--- src/rtl/alien_grid.sv ---
// alien_grid: alien formation controller; bullet collision against the live grid, march, score, wave status.
// Latency: bullet inputs to hit pulse is one frame_clk cycle; every output comes straight from a flop.
// Backpressure: none; bullet position is sampled on every MARCH cycle and hit is a fire-and-forget pulse.
//
// Ports: frame_clk, Reset (async, active-low), ready_game, bullet_X/bullet_Y/bullet_on_screen in;
//        hit pulse, alive bitmap (bit = row*COLS+col), grid_X/grid_Y origin, score, wave_cleared, invaded out.
// Optional macro ALIEN_SPEEDUP_EN: move interval shrinks as aliens die (floor of 2 frames per move).

module alien_grid #(
    parameter int ROWS          = 4,
    parameter int COLS          = 8,
    parameter int COL_PITCH_LG2 = 5,
    parameter int ROW_PITCH_LG2 = 4,
    parameter int ALIEN_W       = 16,
    parameter int ALIEN_H       = 8,
    parameter int X_START       = 64,
    parameter int Y_START       = 32,
    parameter int X_MIN         = 16,
    parameter int X_MAX         = 624,
    parameter int Y_LIMIT       = 400,
    parameter int STEP          = 4,
    parameter int DROP          = 8,
    parameter int MOVE_DIV      = 30,
    parameter int POINTS        = 10
) (
    input  logic                 frame_clk,
    input  logic                 Reset,
    input  logic                 ready_game,
    input  logic [9:0]           bullet_X,
    input  logic [9:0]           bullet_Y,
    input  logic                 bullet_on_screen,
    output logic                 hit,
    output logic [ROWS*COLS-1:0] alive,
    output logic [9:0]           grid_X,
    output logic [9:0]           grid_Y,
    output logic [15:0]          score,
    output logic                 wave_cleared,
    output logic                 invaded
);
    localparam int NUM   = ROWS * COLS;
    localparam int COL_W = 10 - COL_PITCH_LG2;
    localparam int ROW_W = 10 - ROW_PITCH_LG2;

    typedef enum logic [1:0] {S_IDLE, S_MARCH, S_CLEARED, S_INVADED} state_t;

    state_t         state_q, state_d;
    logic [NUM-1:0] alive_q, alive_d;
    logic [9:0]     grid_x_q, grid_x_d;
    logic [9:0]     grid_y_q, grid_y_d;
    logic           dir_left_q, dir_left_d;
    logic [15:0]    cnt_q, cnt_d;
    logic [15:0]    score_q, score_d;
    logic           hit_q, hit_d;
    logic           wave_cleared_q, wave_cleared_d;
    logic           invaded_q, invaded_d;

    logic [10:0]    dx, dy;
    logic [COL_W-1:0] col;
    logic [ROW_W-1:0] row;
    int             idx;
    logic           in_cell, target_alive, in_box;
    logic [NUM-1:0] kill_mask;
    logic [16:0]    score_sum;
    logic           right_block, left_block, invade_cond, move_now;
    logic [15:0]    div_m1;

`ifdef ALIEN_SPEEDUP_EN
    localparam int KW = $clog2(NUM + 1);
    logic [KW-1:0]  kills_q, kills_d;
    logic [15:0]    kill_half;

    // Interval = max(2, MOVE_DIV - kills/2); expressed as interval-1 for the counter wrap.
    always_comb begin
        kill_half = 16'(kills_q >> 1);
        if (16'(MOVE_DIV) < kill_half + 16'd2) begin
            div_m1 = 16'd1;
        end else begin
            div_m1 = 16'(MOVE_DIV) - kill_half - 16'd1;
        end
    end
`else
    assign div_m1 = 16'(MOVE_DIV - 1);
`endif

    // Collision geometry against the registered (pre-move) origin.
    always_comb begin
        dx  = {1'b0, bullet_X} - {1'b0, grid_x_q};
        dy  = {1'b0, bullet_Y} - {1'b0, grid_y_q};
        col = dx[9:COL_PITCH_LG2];
        row = dy[9:ROW_PITCH_LG2];
        idx = int'(row) * COLS + int'(col);
        // col/row range checks also stop an out-of-range column aliasing into the next row's index.
        in_cell = !dx[10] && !dy[10]
               && (int'(dx[COL_PITCH_LG2-1:0]) < ALIEN_W)
               && (int'(dy[ROW_PITCH_LG2-1:0]) < ALIEN_H)
               && (int'(col) < COLS)
               && (int'(row) < ROWS);
        target_alive = 1'b0;
        kill_mask    = '0;
        for (int i = 0; i < NUM; i++) begin
            if (idx == i) begin
                target_alive = alive_q[i];
                kill_mask[i] = 1'b1;
            end
        end
        in_box = in_cell && bullet_on_screen && target_alive;
    end

    always_comb begin
        right_block = (12'(grid_x_q) + 12'(COLS << COL_PITCH_LG2) + 12'(STEP)) > 12'(X_MAX);
        left_block  = 12'(grid_x_q) < 12'(X_MIN + STEP);
        invade_cond = (12'(grid_y_q) + 12'(ROWS << ROW_PITCH_LG2)) >= 12'(Y_LIMIT);
        // >= rather than == so a shrinking interval can never strand the counter above the wrap point.
        move_now    = cnt_q >= div_m1;
        score_sum   = 17'(score_q) + 17'(POINTS);
    end

    always_comb begin
        state_d    = state_q;
        alive_d    = alive_q;
        grid_x_d   = grid_x_q;
        grid_y_d   = grid_y_q;
        dir_left_d = dir_left_q;
        cnt_d      = cnt_q;
        score_d    = score_q;
        hit_d      = 1'b0;
`ifdef ALIEN_SPEEDUP_EN
        kills_d    = kills_q;
`endif
        if (!ready_game) begin
            // Leaving the game reinitialises the formation but keeps the score.
            state_d    = S_IDLE;
            alive_d    = '1;
            grid_x_d   = 10'(X_START);
            grid_y_d   = 10'(Y_START);
            dir_left_d = 1'b0;
            cnt_d      = '0;
`ifdef ALIEN_SPEEDUP_EN
            kills_d    = '0;
`endif
        end else begin
            case (state_q)
                S_IDLE: state_d = S_MARCH;
                S_MARCH: begin
                    // Cleared has priority over invaded.
                    if (alive_q == '0) begin
                        state_d = S_CLEARED;
                    end else if (invade_cond) begin
                        state_d = S_INVADED;
                    end
                    if (in_box) begin
                        hit_d   = 1'b1;
                        alive_d = alive_q & ~kill_mask;
                        score_d = score_sum[16] ? 16'hFFFF : score_sum[15:0];
`ifdef ALIEN_SPEEDUP_EN
                        kills_d = kills_q + KW'(1);
`endif
                    end
                    if (move_now) begin
                        cnt_d = '0;
                        if (!dir_left_q) begin
                            if (right_block) begin
                                grid_y_d   = grid_y_q + 10'(DROP);
                                dir_left_d = 1'b1;
                            end else begin
                                grid_x_d   = grid_x_q + 10'(STEP);
                            end
                        end else begin
                            if (left_block) begin
                                grid_y_d   = grid_y_q + 10'(DROP);
                                dir_left_d = 1'b0;
                            end else begin
                                grid_x_d   = grid_x_q - 10'(STEP);
                            end
                        end
                    end else begin
                        cnt_d = cnt_q + 16'd1;
                    end
                end
                default: ;
            endcase
        end
        wave_cleared_d = (state_d == S_CLEARED);
        invaded_d      = (state_d == S_INVADED);
    end

    always_ff @(posedge frame_clk or negedge Reset) begin
        if (!Reset) begin
            state_q        <= S_IDLE;
            alive_q        <= '1;
            grid_x_q       <= 10'(X_START);
            grid_y_q       <= 10'(Y_START);
            dir_left_q     <= 1'b0;
            cnt_q          <= '0;
            score_q        <= '0;
            hit_q          <= 1'b0;
            wave_cleared_q <= 1'b0;
            invaded_q      <= 1'b0;
`ifdef ALIEN_SPEEDUP_EN
            kills_q        <= '0;
`endif
        end else begin
            state_q        <= state_d;
            alive_q        <= alive_d;
            grid_x_q       <= grid_x_d;
            grid_y_q       <= grid_y_d;
            dir_left_q     <= dir_left_d;
            cnt_q          <= cnt_d;
            score_q        <= score_d;
            hit_q          <= hit_d;
            wave_cleared_q <= wave_cleared_d;
            invaded_q      <= invaded_d;
`ifdef ALIEN_SPEEDUP_EN
            kills_q        <= kills_d;
`endif
        end
    end

    assign hit          = hit_q;
    assign alive        = alive_q;
    assign grid_X       = grid_x_q;
    assign grid_Y       = grid_y_q;
    assign score        = score_q;
    assign wave_cleared = wave_cleared_q;
    assign invaded      = invaded_q;

endmodule

--- config.mk ---
export PLATFORM = sky130hd
export DESIGN_NAME = alien_grid
export DESIGN_NICKNAME = d
export VERILOG_FILES = /design/src/rtl/alien_grid.sv
export SDC_FILE = /design/constraint.sdc
export NUM_CORES = 1
export LEC_CHECK = 0
export BUFFER_PORTS_ARGS = -buffer_cell sky130_fd_sc_hd__clkbuf_2
export CORE_MARGIN = 2
export CORE_UTILIZATION = 53
export CTS_CLUSTER_SIZE = 12
export DETAILED_ROUTE_END_ITERATION = 12
export GPL_TIMING_DRIVEN = 0
export HOLD_SLACK_MARGIN = 0.05
export PLACE_DENSITY = 0.9
export SLEW_MARGIN = 10
export SYNTH_ARGS = -nofsm -noshare
export SYNTH_HDL_FRONTEND = slang
export SYNTH_SLANG_ARGS = --single-unit
--- constraint.sdc ---
create_clock -name frame_clk -period 5.25 [get_ports frame_clk]
set_input_delay 0.525 -clock frame_clk [delete_from_list [all_inputs] [get_ports frame_clk]]
set_output_delay 0.525 -clock frame_clk [all_outputs]
set_load 0.03 [all_outputs]
==> impl_results.md <==
- Kind of launch point of the worst setup path: flop
- Total setup violations reported at the end of the flow: 0
- EDFF count, synth: 0
- # nets final: 886
- Compound-cell area share of the yosys netlist: 24.1%
- Clock skew after layout: 0.0119 ns
- Number of buffers created by CTS: 9
- Die span in x: 112 µm
- IO Pins: 95
- Number of instances in the synthesized netlist: 715
- Proportion of layout cells with a drive suffix above 1: 25.3%
- Actual transition at the worst max-transition pin: 1.03 ns
- Number of global-route vias before repair: 5772
- Total power density per cell area: 478 nW/µm²
- Post-synth top area share: 20.7%
- Maximum clock rate: 196 MHz
- Total number of vias: 6187
- Synth top cells by count: sky130_fd_sc_hd__nor2_1, sky130_fd_sc_hd__nand2_1, sky130_fd_sc_hd__dfrtp_1
- Worst max-slew margin expressed relative to the limit: 30.7%
- Drt drc: 0
- Clock latency reported for the late side of the worst-skew pair: 0.34 ns
- Hold Buf Count CTS: 0
- Worst path setup slack after routing: 0.150 ns
- Total of buffers placed on input and output ports: 84
- Type of the setup path with the least slack: reg2reg
- Largest driver fanout on the critical path: 10
- Root cell of the clock tree: sky130_fd_sc_hd__clkbuf_16
- Mapped Area: 6180 µm²
- Sequential fraction of the synthesis area: 35.1%
- Fraction of synthesized area in multiplexers: 4.13%
- Clock transition at path regs: 0.07 ns
- Number of optimization iterations in the first detailed-route pass: 5
- CP Data Arrival Time: 5.33 ns
- Static Leak: 3.31 nW
- Fraction of the mapped netlist area in simple logic gates: 20.8%
- Antenna violations before repair: 0
- Fraction of the core area covered by cells at the end of the flow: 63.8%
- Flip-flop and latch count after synthesis: 85
- DIE HEIGHT: 112 µm
- Initial core utilization: 54.1%
- Origin of the critical flop-to-flop path: grid_X[4]
- Total length of routed wires: 18200 µm
- Clock sink count: 85
- Slew Limit Fails: 0
- Average vias per placed instance: 6.33
- Syn-to-layout area delta: 18.0%
- Cell-by-cell listing of the critical path: inv_1 > ha_2 > a21oi_4 > nand2_1 > a41oi_2 > nor2b_4 > o21bai_2 > xnor2_2 > inv_1 > ha_1 > a21oi_1 > or3_4 > or3_4 > or4_4 > a211oi_2 > and2_4 > a2111oi_4 > buf_4 > buf_6 > o211ai_1 > mux2_2
- Gpl congestion: 1.04
- Most area-hungry cell type in the Yosys netlist: sky130_fd_sc_hd__dfrtp_1
- Global-route usage over all layers: 28.4%
- GR Overflow Total: 0
- Final period utilization: 97.1%
- VDD IR-drop max: 284 µV
- Global-route wire length before repair: 28800 µm
- Synthesized area per cell: 8.64 µm²
- Adder and majority gate portion of the synthesized area: 6.73%
- Hold Path Class: in2async
- Number of distinct standard cells referenced by the synthesized netlist: 81
- Number of DRC violations after detailed-routing iteration 0: 821
- Data required time of the worst path: 5.48 ns
- Share of flip-flops with an asynchronous set or reset after synthesis: 100%
- Critical Path Max Stage Delay: 0.51 ns
- Die footprint: 12500 µm²
- Outcome: finished clean
- Top-count cell post-synth: sky130_fd_sc_hd__nor2_1
- CTS tree: built
- Number of nets with antenna violations after routing: 0
- Post-Place Setup Slack: -0.506 ns
- Maximum clock insertion buffer count: 2
- Final HPWL DP: 13100 µm
- Number of levels the H-tree was split into: 3
- Critical Path Source: grid_X[4]
- Max stage delay cell, worst path: sky130_fd_sc_hd__or4_4
- Xor/xnor share of the synthesized area: 2.69%
- Wire length per cell after detailed routing: 18.6 µm
- Count of warnings emitted by yosys: 0
- Primary flip-flop cell chosen by synthesis mapping: sky130_fd_sc_hd__dfrtp_1
- Period minus WS final: 5.10 ns
- Total of max-cap violations: 0
- Std-Cell Core Area: 11400 µm²
- Kind of end point of the critical path: flop
- Final hold vios: 0
- Number of standard-cell rows in the floorplan: 39
- # diodes: 0
- Maximum number of pins on one net before global-route repair: 58
- Synth area leaders: sky130_fd_sc_hd__dfrtp_1, sky130_fd_sc_hd__dfstp_2, sky130_fd_sc_hd__ha_1
- Dominant combinational cell family by area after synthesis: compound AO/OA/AOI/OAI gates
-- worst paths after layout --
check | to | slack (ns) | cells after the start
worst max-delay path | score[15] | 0.15 | 21
worst min-delay path | invaded | 0.15 | 1
worst max register to register | score[15] | 0.15 | 21
worst min register to register | score[0] | 0.47 | 1
max in group asynchronous | alive[22] | 4.42 | 2
min in group frame_clk | score[0] | 0.47 | 1
-- worst max-delay path, delay by kind of cell (launching register included) --
kind	cells	cell delay, ns
AND/OR/NAND/NOR	6	1.79
AO/OA/AOI/OAI	7	1.07
adder cells (fa/ha/maj)	2	0.59
buffers and inverters	4	0.50
flip-flops	1	0.44
multiplexers	1	0.36
XOR/XNOR	1	0.24
-- routing by layer --
layer  track usage [%]  part of all wire [%]  wire length (µm)
met3              6.97                   9.8              1790
met1              39.3                    42              7690
met2              43.0                    45              8190
met5                 0                     0                 0
met4              11.1                   2.7               493
-- power breakdown --
part	internal [mW]	switching (mW)
clock network	0.322	0.278
logic	0.764	1.35
registers	0.703	0.0627
-- per-stage QoR --
| step | instances | power, mW | TNS, ns | cell area, µm² | hold WS [ns] |
|---|---|---|---|---|---|
| 2_1_floorplan | 719 | 2.21 | 0 | 6190 | 0.229 |
| 3_3_place_gp | 946 | 2.65 | -13.66 | 6790 | 0.457 |
| 3_5_place_dp | 947 | 2.68 | -15.94 | 6820 | 0.471 |
| 4_1_cts | 965 | 3.32 | 0 | 7140 | 0.156 |
| 5_1_grt | 978 | 3.69 | -0.0659 | 7290 | 0.179 |
| 6_report | 978 | 3.48 | 0 | 7290 | 0.152 |
-- repair_timing --
| action | 4_1_cts | 5_1_grt |
|---|---|---|
| pin swaps | 3 | 8 |
| gates resized for setup | 6 | 17 |
| setup endpoints to repair | 49 | 49 |
| buffers inserted | 2 | 13 |
-- kinds of logic after synthesis --
| kind of cell | Yosys count |
|---|---|
| AOI/OAI and AO/OA | 206 |
| DFF | 85 |
| adders and majority gates | 32 |
| xor gates and xnor gates | 19 |
| other | 1 |
| muxes | 23 |
| and+or+nand+nor | 261 |
| buffers and inverters | 88 |
-- cell type report --
| cell class | count | area (µm²) |
|---|---|---|
| inverter | 49 | 184 |
| tap | 143 | 179 |
| sequential | 85 | 2170 |
| multi-input combinational | 546 | 3700 |
| fill | 976 | 4130 |
| clock buffer | 9 | 225 |
| clock inverter | 7 | 50.0 |
| timing repair buffer | 100 | 563 |
| buffer | 39 | 219 |
-- cell usage in the layout (no fill, tap or decap), types with 6 or more instances in the layout --
cell                         n
sky130_fd_sc_hd__buf_2       7
sky130_fd_sc_hd__and3_1     10
sky130_fd_sc_hd__o211ai_1   15
sky130_fd_sc_hd__a32oi_1     7
sky130_fd_sc_hd__a2bb2oi_2   6
sky130_fd_sc_hd__nor3_1     18
sky130_fd_sc_hd__ha_1       29
sky130_fd_sc_hd__a21oi_1    36
sky130_fd_sc_hd__dfstp_2    34
sky130_fd_sc_hd__nand2b_1    9
sky130_fd_sc_hd__o21ai_0    33
sky130_fd_sc_hd__buf_4      23
sky130_fd_sc_hd__nor2_1     75
sky130_fd_sc_hd__dfrtp_1    49
sky130_fd_sc_hd__clkbuf_16   9
sky130_fd_sc_hd__mux2_2     11
sky130_fd_sc_hd__a21o_1     10
sky130_fd_sc_hd__clkbuf_2   83
sky130_fd_sc_hd__nor4_1     18
sky130_fd_sc_hd__xnor2_1    14
sky130_fd_sc_hd__nand3_1    27
sky130_fd_sc_hd__a31oi_1    29
sky130_fd_sc_hd__o22ai_1     8
sky130_fd_sc_hd__clkbuf_1   18
sky130_fd_sc_hd__nand2_1    54
sky130_fd_sc_hd__nor2b_1     7
sky130_fd_sc_hd__mux2i_1     9
sky130_fd_sc_hd__inv_1      48
sky130_fd_sc_hd__and2_1      9
sky130_fd_sc_hd__nand4_1    11
-- sequential cells by signal (all words and copies together) (netlist names), 2 cells and up --
signal / cells
cnt_q: 16
state_q: 2
grid_Y: 7
alive: 32
score: 16
grid_X: 8
No activity file was read; power rests on OpenSTA's default activity.
